File: src/rtl/bus_pkg.sv
// bus_pkg: shared payload width and FIFO depth defaults for the bus slice
package bus_pkg;
   localparam int BUS_WIDTH  = 32;
   localparam int FIFO_DEPTH = 4;
endpackage

File: src/rtl/bus_valid_ready_fifo_if.sv
// bus_valid_ready_fifo_if: producer and consumer handshakes plus status around the FIFO
interface bus_valid_ready_fifo_if
   import bus_pkg::*;
#(
   parameter int WIDTH = BUS_WIDTH,
   parameter int DEPTH = FIFO_DEPTH
);
   localparam int AW = $clog2(DEPTH);
   logic             valid_i;
   logic             ready_o;
   logic [WIDTH-1:0] data_i;
   logic             valid_o;
   logic             ready_i;
   logic [WIDTH-1:0] data_o;
   logic [AW:0]      count_o;
   logic             full_o;
   logic             empty_o;
   modport slave (
      input  valid_i, data_i, ready_i,
      output ready_o, valid_o, data_o, count_o, full_o, empty_o
   );
   modport master (
      output valid_i, data_i, ready_i,
      input  ready_o, valid_o, data_o, count_o, full_o, empty_o
   );
endinterface

File: src/rtl/bus_fifo_mem.sv
// bus_fifo_mem: DEPTH x WIDTH storage, synchronous write, asynchronous read
module bus_fifo_mem
   import bus_pkg::*;
#(
   parameter int WIDTH = BUS_WIDTH,
   parameter int DEPTH = FIFO_DEPTH,
   parameter int AW    = $clog2(DEPTH)
) (
   input  logic             clk,
   input  logic             we_i,
   input  logic [AW-1:0]    waddr_i,
   input  logic [WIDTH-1:0] wdata_i,
   input  logic [AW-1:0]    raddr_i,
   output logic [WIDTH-1:0] rdata_o
);
   logic [WIDTH-1:0] mem_q [DEPTH];
   // write port; contents are never reset, occupancy alone decides what is live
   always_ff @(posedge clk)
      if (we_i) mem_q[waddr_i] <= wdata_i;
   assign rdata_o = mem_q[raddr_i];
endmodule

File: src/rtl/bus_valid_ready_fifo.sv
// bus_valid_ready_fifo: registered-status valid/ready FIFO with no input-to-output combinational paths
module bus_valid_ready_fifo
   import bus_pkg::*;
#(
   parameter int WIDTH = BUS_WIDTH,
   parameter int DEPTH = FIFO_DEPTH
) (
   input logic                   clk,
   input logic                   rst_n,
   bus_valid_ready_fifo_if.slave bus
);
   localparam int AW = $clog2(DEPTH);
   logic [AW:0]      wr_ptr_q, wr_ptr_d, rd_ptr_q, rd_ptr_d, count_q, count_d;
   logic             push, pop, ptr_full, ptr_empty;
   logic [WIDTH-1:0] rdata;
   assign bus.full_o  = count_q == (AW+1)'(DEPTH);
   assign bus.empty_o = count_q == '0;
   assign bus.ready_o = !bus.full_o;
   assign bus.valid_o = !bus.empty_o;
   assign bus.count_o = count_q;
   assign bus.data_o  = bus.valid_o ? rdata : '0;
   assign push = bus.valid_i && bus.ready_o;
   assign pop  = bus.valid_o && bus.ready_i;
   assign ptr_empty = wr_ptr_q == rd_ptr_q;
   assign ptr_full  = (wr_ptr_q[AW-1:0] == rd_ptr_q[AW-1:0]) && (wr_ptr_q[AW] != rd_ptr_q[AW]);
   // pointers advance on their own handshake; occupancy nets push against pop
   always_comb begin
      wr_ptr_d = wr_ptr_q + (AW+1)'(push);
      rd_ptr_d = rd_ptr_q + (AW+1)'(pop);
      count_d  = count_q + (AW+1)'(push) - (AW+1)'(pop);
   end
   // state registers; reset discards every stored beat immediately
   always_ff @(posedge clk or negedge rst_n)
      if (!rst_n) begin
         wr_ptr_q <= '0;
         rd_ptr_q <= '0;
         count_q  <= '0;
      end else begin
         wr_ptr_q <= wr_ptr_d;
         rd_ptr_q <= rd_ptr_d;
         count_q  <= count_d;
      end
   bus_fifo_mem #(.WIDTH(WIDTH), .DEPTH(DEPTH), .AW(AW)) u_mem (
      .clk     (clk),
      .we_i    (push),
      .waddr_i (wr_ptr_q[AW-1:0]),
      .wdata_i (bus.data_i),
      .raddr_i (rd_ptr_q[AW-1:0]),
      .rdata_o (rdata)
   );
   a_flags_agree: assert property (@(posedge clk) disable iff (!rst_n)
      ptr_full == bus.full_o && ptr_empty == bus.empty_o);
   a_in_hold: assert property (@(posedge clk) disable iff (!rst_n)
      bus.valid_i && !bus.ready_o |=> bus.valid_i && $stable(bus.data_i));
   a_out_hold: assert property (@(posedge clk) disable iff (!rst_n)
      bus.valid_o && !bus.ready_i |=> bus.valid_o && $stable(bus.data_o));
endmodule

File: src/flat_wrapper.sv
// flat-port wrapper written by rule: the top's interface ports become plain ports
module bus_valid_ready_fifo_flat import bus_pkg::*;
#(
   parameter int WIDTH = BUS_WIDTH,
   parameter int DEPTH = FIFO_DEPTH
)
  (clk, rst_n, bus_valid_i, bus_data_i, bus_ready_i, bus_ready_o, bus_valid_o, bus_data_o, bus_count_o, bus_full_o, bus_empty_o);
  bus_valid_ready_fifo_if #(.WIDTH(WIDTH), .DEPTH(DEPTH)) bus_i ();
  input logic clk;
  input logic rst_n;
  input wire logic [$bits(bus_i.valid_i)-1:0] bus_valid_i;
  input wire logic [$bits(bus_i.data_i)-1:0] bus_data_i;
  input wire logic [$bits(bus_i.ready_i)-1:0] bus_ready_i;
  output wire logic [$bits(bus_i.ready_o)-1:0] bus_ready_o;
  output wire logic [$bits(bus_i.valid_o)-1:0] bus_valid_o;
  output wire logic [$bits(bus_i.data_o)-1:0] bus_data_o;
  output wire logic [$bits(bus_i.count_o)-1:0] bus_count_o;
  output wire logic [$bits(bus_i.full_o)-1:0] bus_full_o;
  output wire logic [$bits(bus_i.empty_o)-1:0] bus_empty_o;
  assign bus_i.valid_i = bus_valid_i;
  assign bus_i.data_i = bus_data_i;
  assign bus_i.ready_i = bus_ready_i;
  assign bus_ready_o = bus_i.ready_o;
  assign bus_valid_o = bus_i.valid_o;
  assign bus_data_o = bus_i.data_o;
  assign bus_count_o = bus_i.count_o;
  assign bus_full_o = bus_i.full_o;
  assign bus_empty_o = bus_i.empty_o;
  bus_valid_ready_fifo #(.WIDTH(WIDTH), .DEPTH(DEPTH)) u_core (.clk(clk), .rst_n(rst_n), .bus(bus_i));
endmodule
File: config.mk
export PLATFORM = sky130hd
export DESIGN_NAME = bus_valid_ready_fifo_flat
export DESIGN_NICKNAME = d
export VERILOG_FILES = /design/src/rtl/bus_pkg.sv /design/src/rtl/bus_valid_ready_fifo_if.sv /design/src/rtl/bus_fifo_mem.sv /design/src/rtl/bus_valid_ready_fifo.sv /design/src/flat_wrapper.sv
export SDC_FILE = /design/constraint.sdc
export NUM_CORES = 1
export LEC_CHECK = 0
export CAP_MARGIN = 40
export CELL_PAD_IN_SITES_DETAIL_PLACEMENT = 1
export CELL_PAD_IN_SITES_GLOBAL_PLACEMENT = 1
export CORE_MARGIN = 2
export CORE_UTILIZATION = 47
export DETAILED_ROUTE_END_ITERATION = 8
export PLACE_DENSITY_LB_ADDON = 0.1
export SYNTH_ARGS = -nofsm -noshare
export SYNTH_HDL_FRONTEND = slang
export SYNTH_HIERARCHICAL = 1
export SYNTH_SLANG_ARGS = --single-unit
File: constraint.sdc
create_clock -name clk -period 5.2 [get_ports clk]
set_input_delay 0.52 -clock clk [delete_from_list [all_inputs] [get_ports clk]]
set_output_delay 0.52 -clock clk [all_outputs]
set_load 0.05 [all_outputs]
==> results_dict.tcl, run 1 <==
set metrics [dict create \
    status "finished, final reports clean" \
    grt_start_max_net_pins 35 \
    fin_ws_ps 1550 \
    yosys.cell_count.top_type "edfxtp_1" \
    gp_congestion 0.710 \
    grtUsageTotal_pct 16.8 \
    syn-cell-area_um2 5380 \
    route.final.wire_length_mm 9.57 \
    layout_worst_path_cycle_share_pct 70.2 \
    synthCells 240 \
    fillers 957 \
    finalHoldViolations 0 \
    hold_buffers 0 \
    detail_route.first_pass.iterations 4 \
    vias 2553 \
    placed_cell_count 451 \
    placeableCoreArea_um2 11300 \
    synthTopCellsByArea "edfxtp_1 (71%), mux4_2 (13%), and2_4 (3.9%), dfrtp_1 (3.3%), buf_6 (1.3%)" \
    antenna_cells 0 \
    grt_antenna_before_repair 0 \
    cts.root.buffer_cell "clkbuf_16" \
    timing.fmax_mhz 274 \
    io_buffer_count 74 \
    die_w_um 111 \
    timing.final.crit_period_ps 3650 \
    grt_first_pass_wirelength_mm 15.0 \
    min_path_type "in -> async" \
    post_cts_resize_count 0 \
    slew_headroom_pct 43.3 \
    post-route-drc-count 0 \
    cts_htree_levels 4 \
    syn_to_final_growth_pct 26.9 \
    floorplan.die_area_um2 12300 \
    max_clock_skew_ps 5.57 \
    finalInstanceArea_um2 6830 \
    cts_max_path_buffers 2 \
    synth_top_cell_by_area "edfxtp_1" \
    layout-drive-gt1-share_pct 28.5 \
    drt_iter0_markers 139 \
    path_clk_slew_ps 50 \
    worst-endpoint-required_ps 4680 \
    cts_tree "built" \
    cts_num_sinks 135 \
    synth_top_cell_area_share_pct 71.4 \
    ant_nets 0 \
    post_drt_wl_per_cell_um 19.8 \
    timing.setup.critical_path_class "reg -> out" \
    synth.net_count 279 \
    ff_latch_area_um2 4020 \
    number_of_global_route_vias_before_repair 2730 \
    worst-endpoint-arrival_ps 3130 \
    finish.net_count 366 \
    synth_async_sr_flop_share_pct 5.19 \
    worst_pin_slew_ps 851 \
    yosys_register_bits 135 \
    synth_edf_count 128 \
    endpoint_kind "output port" \
    design.portCount 75 \
    rsz0062_at_grt "no" \
    synth.lib_cells_used.distinct 28 \
    post_layout_nonfiller_instances 483 \
    synth.top_cells.by_count "edfxtp_1 (128), mux4_2 (30), and2_4 (24), dfrtp_1 (7), buf_6 (6)" \
    multi_input_comb_area_um2 1220 \
    post-cts-setup-buffers 0 \
    synth_seq_area_share_pct 74.7 \
    critical_path.max_fanout 22 \
    starting_density_of_the_core_pct 47.8 \
    yosys_most_used_dff "edfxtp_1" \
    maxCapViolations 0 \
    cts-buffers-inserted 17 \
    ys_warn_count 6 \
    setup_violators_final 0 \
    die_h_um 111 \
    postSynthAreaPerCell_um2 22.4 \
    detailedPlace.worstSlack_ps 1910 \
    insertion_delay_ps 410 \
    avgViaCountPerCell 5.29 \
    placement_row_count 39 \
    timing.critical_path.from_type "register" \
    grt-ovfl-total 0 \
    placed_cell_area_um2 6260 \
    detailed_place_hpwl_mm 5.63 \
    timing.final.max_slew_violations 0 \
    tns_ps 0 \
]
-- through the flow --
step | util, % | hold WS, ps
after CTS | 60.6 | 379
after global routing | 60.6 | 386
after detailed placement | 55.5 | 533
after floorplan | - | 224
final | 60.6 | 378
after global placement | 54.9 | 512
-- path summary, 6_finish.rpt --
check | from | end | slack [ps] | cells after the start
setup / recovery | u_core/rd_ptr_q[0]$_DFF_PN0_ | bus_data_o[0] | 1550 | 4
hold / removal | rst_n | u_core/bus.count_o[0]$_DFF_PN0_ | 380 | 1
setup reg to reg | u_core/bus.count_o[1]$_DFF_PN0_ | u_core/u_mem/mem_q[1][5]$_DFFE_PP_ | 2880 | 4
hold reg to reg | u_core/wr_ptr_q[1]$_DFF_PN0_ | u_core/wr_ptr_q[1]$_DFF_PN0_ | 570 | 1
max in group asynchronous | rst_n | u_core/rd_ptr_q[0]$_DFF_PN0_ | 4550 | 1
min in group clk | u_core/wr_ptr_q[1]$_DFF_PN0_ | u_core/wr_ptr_q[1]$_DFF_PN0_ | 570 | 1
-- final cells by class --
cell class	count	share of cell area (%)
inverter	3	0.165
multi-input combinational	90	17.8
timing repair buffer	80	12.2
clock inverter	13	2.00
tap	143	2.62
clock buffer	19	6.34
sequential	135	58.9
-- sequential cells by signal, indices dropped and copies added (netlist names) --
name and flops:
u_core/u_mem/mem_q 128, u_core/wr_ptr_q 2, u_core/rd_ptr_q 2, u_core/bus.count_o 3
-- layout by cell type (no fill, tap or decap), types with 2 or more instances in the layout --
master / synthesis / routed
edfxtp_1: 128 / 128
clkdlybuf4s50_1: 0 / 74
mux4_2: 30 / 30
and2_4: 24 / 24
clkbuf_16: 0 / 17
clkinv_1: 0 / 5
and2_2: 5 / 5
dfrtp_1: 7 / 5
clkinv_2: 0 / 4
and2_1: 4 / 4
xnor2_1: 4 / 4
bufinv_16: 0 / 3
inv_1: 3 / 3
nor2_1: 3 / 3
buf_4: 0 / 3
clkbuf_1: 0 / 2
nor4_1: 2 / 2
ha_1: 2 / 2
dfrtp_2: 0 / 2
mux4_1: 2 / 2
and3b_2: 0 / 2
buf_12: 3 / 2
-- worst max-delay path, stage by stage, from the launching register on --
cell             delay [ps]
dfrtp_2                 860
buf_4                   400
mux4_1                  580
and2_2                  190
clkdlybuf4s50_1         700
-- cell families (layout without fill, tap and decap cells) --
logic type,after synthesis,count (layout),share of synthesized area (%)
flip-flops,135,135,74.7
buffers and inverters,15,115,2.86
AO/OA/AOI/OAI,5,5,0.767
adder cells (fa/ha/maj),3,3,0.837
multiplexers,32,32,13.5
XOR/XNOR,5,5,0.814
AND/OR/NAND/NOR,45,45,6.53
-- per-layer routing --
layer / vias to the layer above / part of all wire, % / global-route usage [%]
li1: 1143 / - / -
met2: 56 / 55 / 29.5
met1: 1342 / 40 / 19.5
met3: 12 / 3.7 / 5.25
met5: - / 0 / 0
met4: 0 / 1.3 / 5.93
Power of run 1 is left out: the tool's default activity adds up to more than one toggle a clock period on the data nets, which glitch-free logic cannot reach.
==> run 2: changes to the inputs <==
--- a/config.mk
+++ b/config.mk
@@ -9,7 +9,7 @@
 export CELL_PAD_IN_SITES_DETAIL_PLACEMENT = 1
 export CELL_PAD_IN_SITES_GLOBAL_PLACEMENT = 1
 export CORE_MARGIN = 2
-export CORE_UTILIZATION = 47
+export CORE_UTILIZATION = 43
 export DETAILED_ROUTE_END_ITERATION = 8
 export PLACE_DENSITY_LB_ADDON = 0.1
 export SYNTH_ARGS = -nofsm -noshare
==> constraint.sdc (replaced) <==
create_clock -name clk -period 3.2 [get_ports clk]
set_input_delay 0.32 -clock clk [delete_from_list [all_inputs] [get_ports clk]]
set_output_delay 0.32 -clock clk [all_outputs]
set_load 0.05 [all_outputs]
==> run 2 against run 1 <==
  * Clock-buffer cell count is 2 higher
  * Cell count up 5.2%
  * First-iteration DRC count up 24%
  * Clock skew increased by 3.1 ps
  * Critical path depth is the same
  * Register-to-register slack worse by 2100 ps
  * Wire length grew 3.7%
  * Global-route usage is 0.11 points lower
  * Setup slack got worse by 1400 ps
  * Design area is essentially flat
  * Die area up 9.0%
  * Highest routed layer unchanged
==> results_dict.tcl, run 2 (synthesis results as in run 1) <==
set metrics [dict create \
    cp-startpoint "u_core/rd_ptr_q[0]$_DFF_PN0_" \
    maxCapViolations 0 \
    avgViaCountPerCell 5.07 \
    finish.net_count 370 \
    timing.final.crit_period_ps 3030 \
    worst-endpoint-arrival_ps 2710 \
    die_h_um 116 \
    post_drt_wl_per_cell_um 19.5 \
    worst-endpoint-required_ps 2880 \
    ant_nets 0 \
    layout-drive-gt1-share_pct 28.5 \
    detailed_place_hpwl_mm 6.21 \
    placement_row_count 40 \
    post_layout_nonfiller_instances 508 \
    slew_headroom_pct 61.9 \
    regToRegEndpoint "u_core/u_mem/mem_q[1][5]$_DFFE_PP_" \
    insertion_delay_ps 410 \
    placeableCoreArea_um2 12100 \
    starting_density_of_the_core_pct 44.4 \
    cts_tree "built" \
    vias 2577 \
    largest_register_ffs 128 \
    endpoint_kind "output port" \
    number_of_global_route_vias_before_repair 2809 \
    layout_commonest_cell "edfxtp_1" \
    placed_cell_area_um2 6330 \
    grt_first_pass_wirelength_mm 15.8 \
    detailedPlace.worstSlack_ps 529 \
    antenna_cells 0 \
    path_clk_slew_ps 50 \
    gp_congestion 0.688 \
    status "finished, final reports clean" \
    fin_ws_ps 173 \
    grt_antenna_before_repair 0 \
    critical_path.max_fanout 14 \
    finalHoldViolations 0 \
    placed_cell_count 480 \
    post-cts-setup-buffers 0 \
    max_flop_register "u_core/u_mem/mem_q" \
    design.portCount 75 \
    setup_violators_final 0 \
    min_path_type "in -> async" \
    hold_buffers 0 \
    rr_startpoint "u_core/bus.count_o[1]$_DFF_PN0_" \
    timing.final.max_slew_violations 0 \
    cts_htree_levels 4 \
    cts-buffers-inserted 17 \
    syn_to_final_growth_pct 26.9 \
    layout_worst_path_cycle_share_pct 94.6 \
    worst_pin_slew_ps 567 \
    rsz0062_at_grt "no" \
    max_clock_skew_ps 8.66 \
    die_w_um 116 \
    drt_iter0_markers 172 \
    timing.critical_path.from_type "register" \
    timing.fmax_mhz 330 \
    floorplan.die_area_um2 13400 \
    grtUsageTotal_pct 16.7 \
    detail_route.first_pass.iterations 5 \
    finalInstanceArea_um2 6830 \
    cts_max_path_buffers 2 \
    post-route-drc-count 0 \
    reg2regPathDepth 4 \
    post_cts_resize_count 0 \
    r2r_setup_slack_ps 810 \
    timing.setup.critical_path_class "reg -> out" \
    cts.root.buffer_cell "clkbuf_16" \
    tns_ps 0 \
    grt_start_max_net_pins 35 \
    cts_num_sinks 135 \
    grt-ovfl-total 0 \
    mostFrequentLayoutCells "edfxtp_1 (128), clkdlybuf4s50_1 (74), mux4_2 (30)" \
    io_buffer_count 74 \
    route.final.wire_length_mm 9.92 \
]
[run 2: layer usage]
metal,vias up,share of wire (%),global-route usage [%]
met4,0,2.0,8.25
met2,72,52,26.5
met5,-,0,0
met1,1335,42,21.2
met3,17,3.9,4.71
li1,1153,-,-
[run 2: worst max-delay path, cell delays in order, from the launching register on]
cell             delay (ps)
dfrtp_2                 640
buf_4                   290
mux4_2                  520
and2_4                  150
clkdlybuf4s50_1         690
[run 2: worst max-delay path by stage]
stage,to,slack (ps),depth (start not counted)
after floorplan,u_core/u_mem/mem_q[0][0]$_DFFE_PP_,160,4
after global placement,bus_data_o[21],560,4
after global routing,bus_data_o[12],10,4
final,bus_data_o[29],170,4
after detailed placement,bus_data_o[29],530,4
after CTS,bus_data_o[29],80,4
[run 2: metrics by stage]
step / hold WS, ps / util, %
2_1_floorplan: 24.4 / -
3_3_place_gp: 547 / 52.3
3_5_place_dp: 571 / 52.3
4_1_cts: 183 / 56.4
5_1_grt: 201 / 56.4
6_report: 181 / 56.4
[run 2: area by class of cell]
class,count,area (um2)
Fill cell,1084,5280
Sequential cell,135,4020
Multi-Input combinational cell,90,1220
Timing Repair Buffer,84,866
Clock buffer,21,440
Tap cell,168,210
Clock inverter,7,58.8
Inverter,3,11.3
Power of run 2 is left out for the same reason.
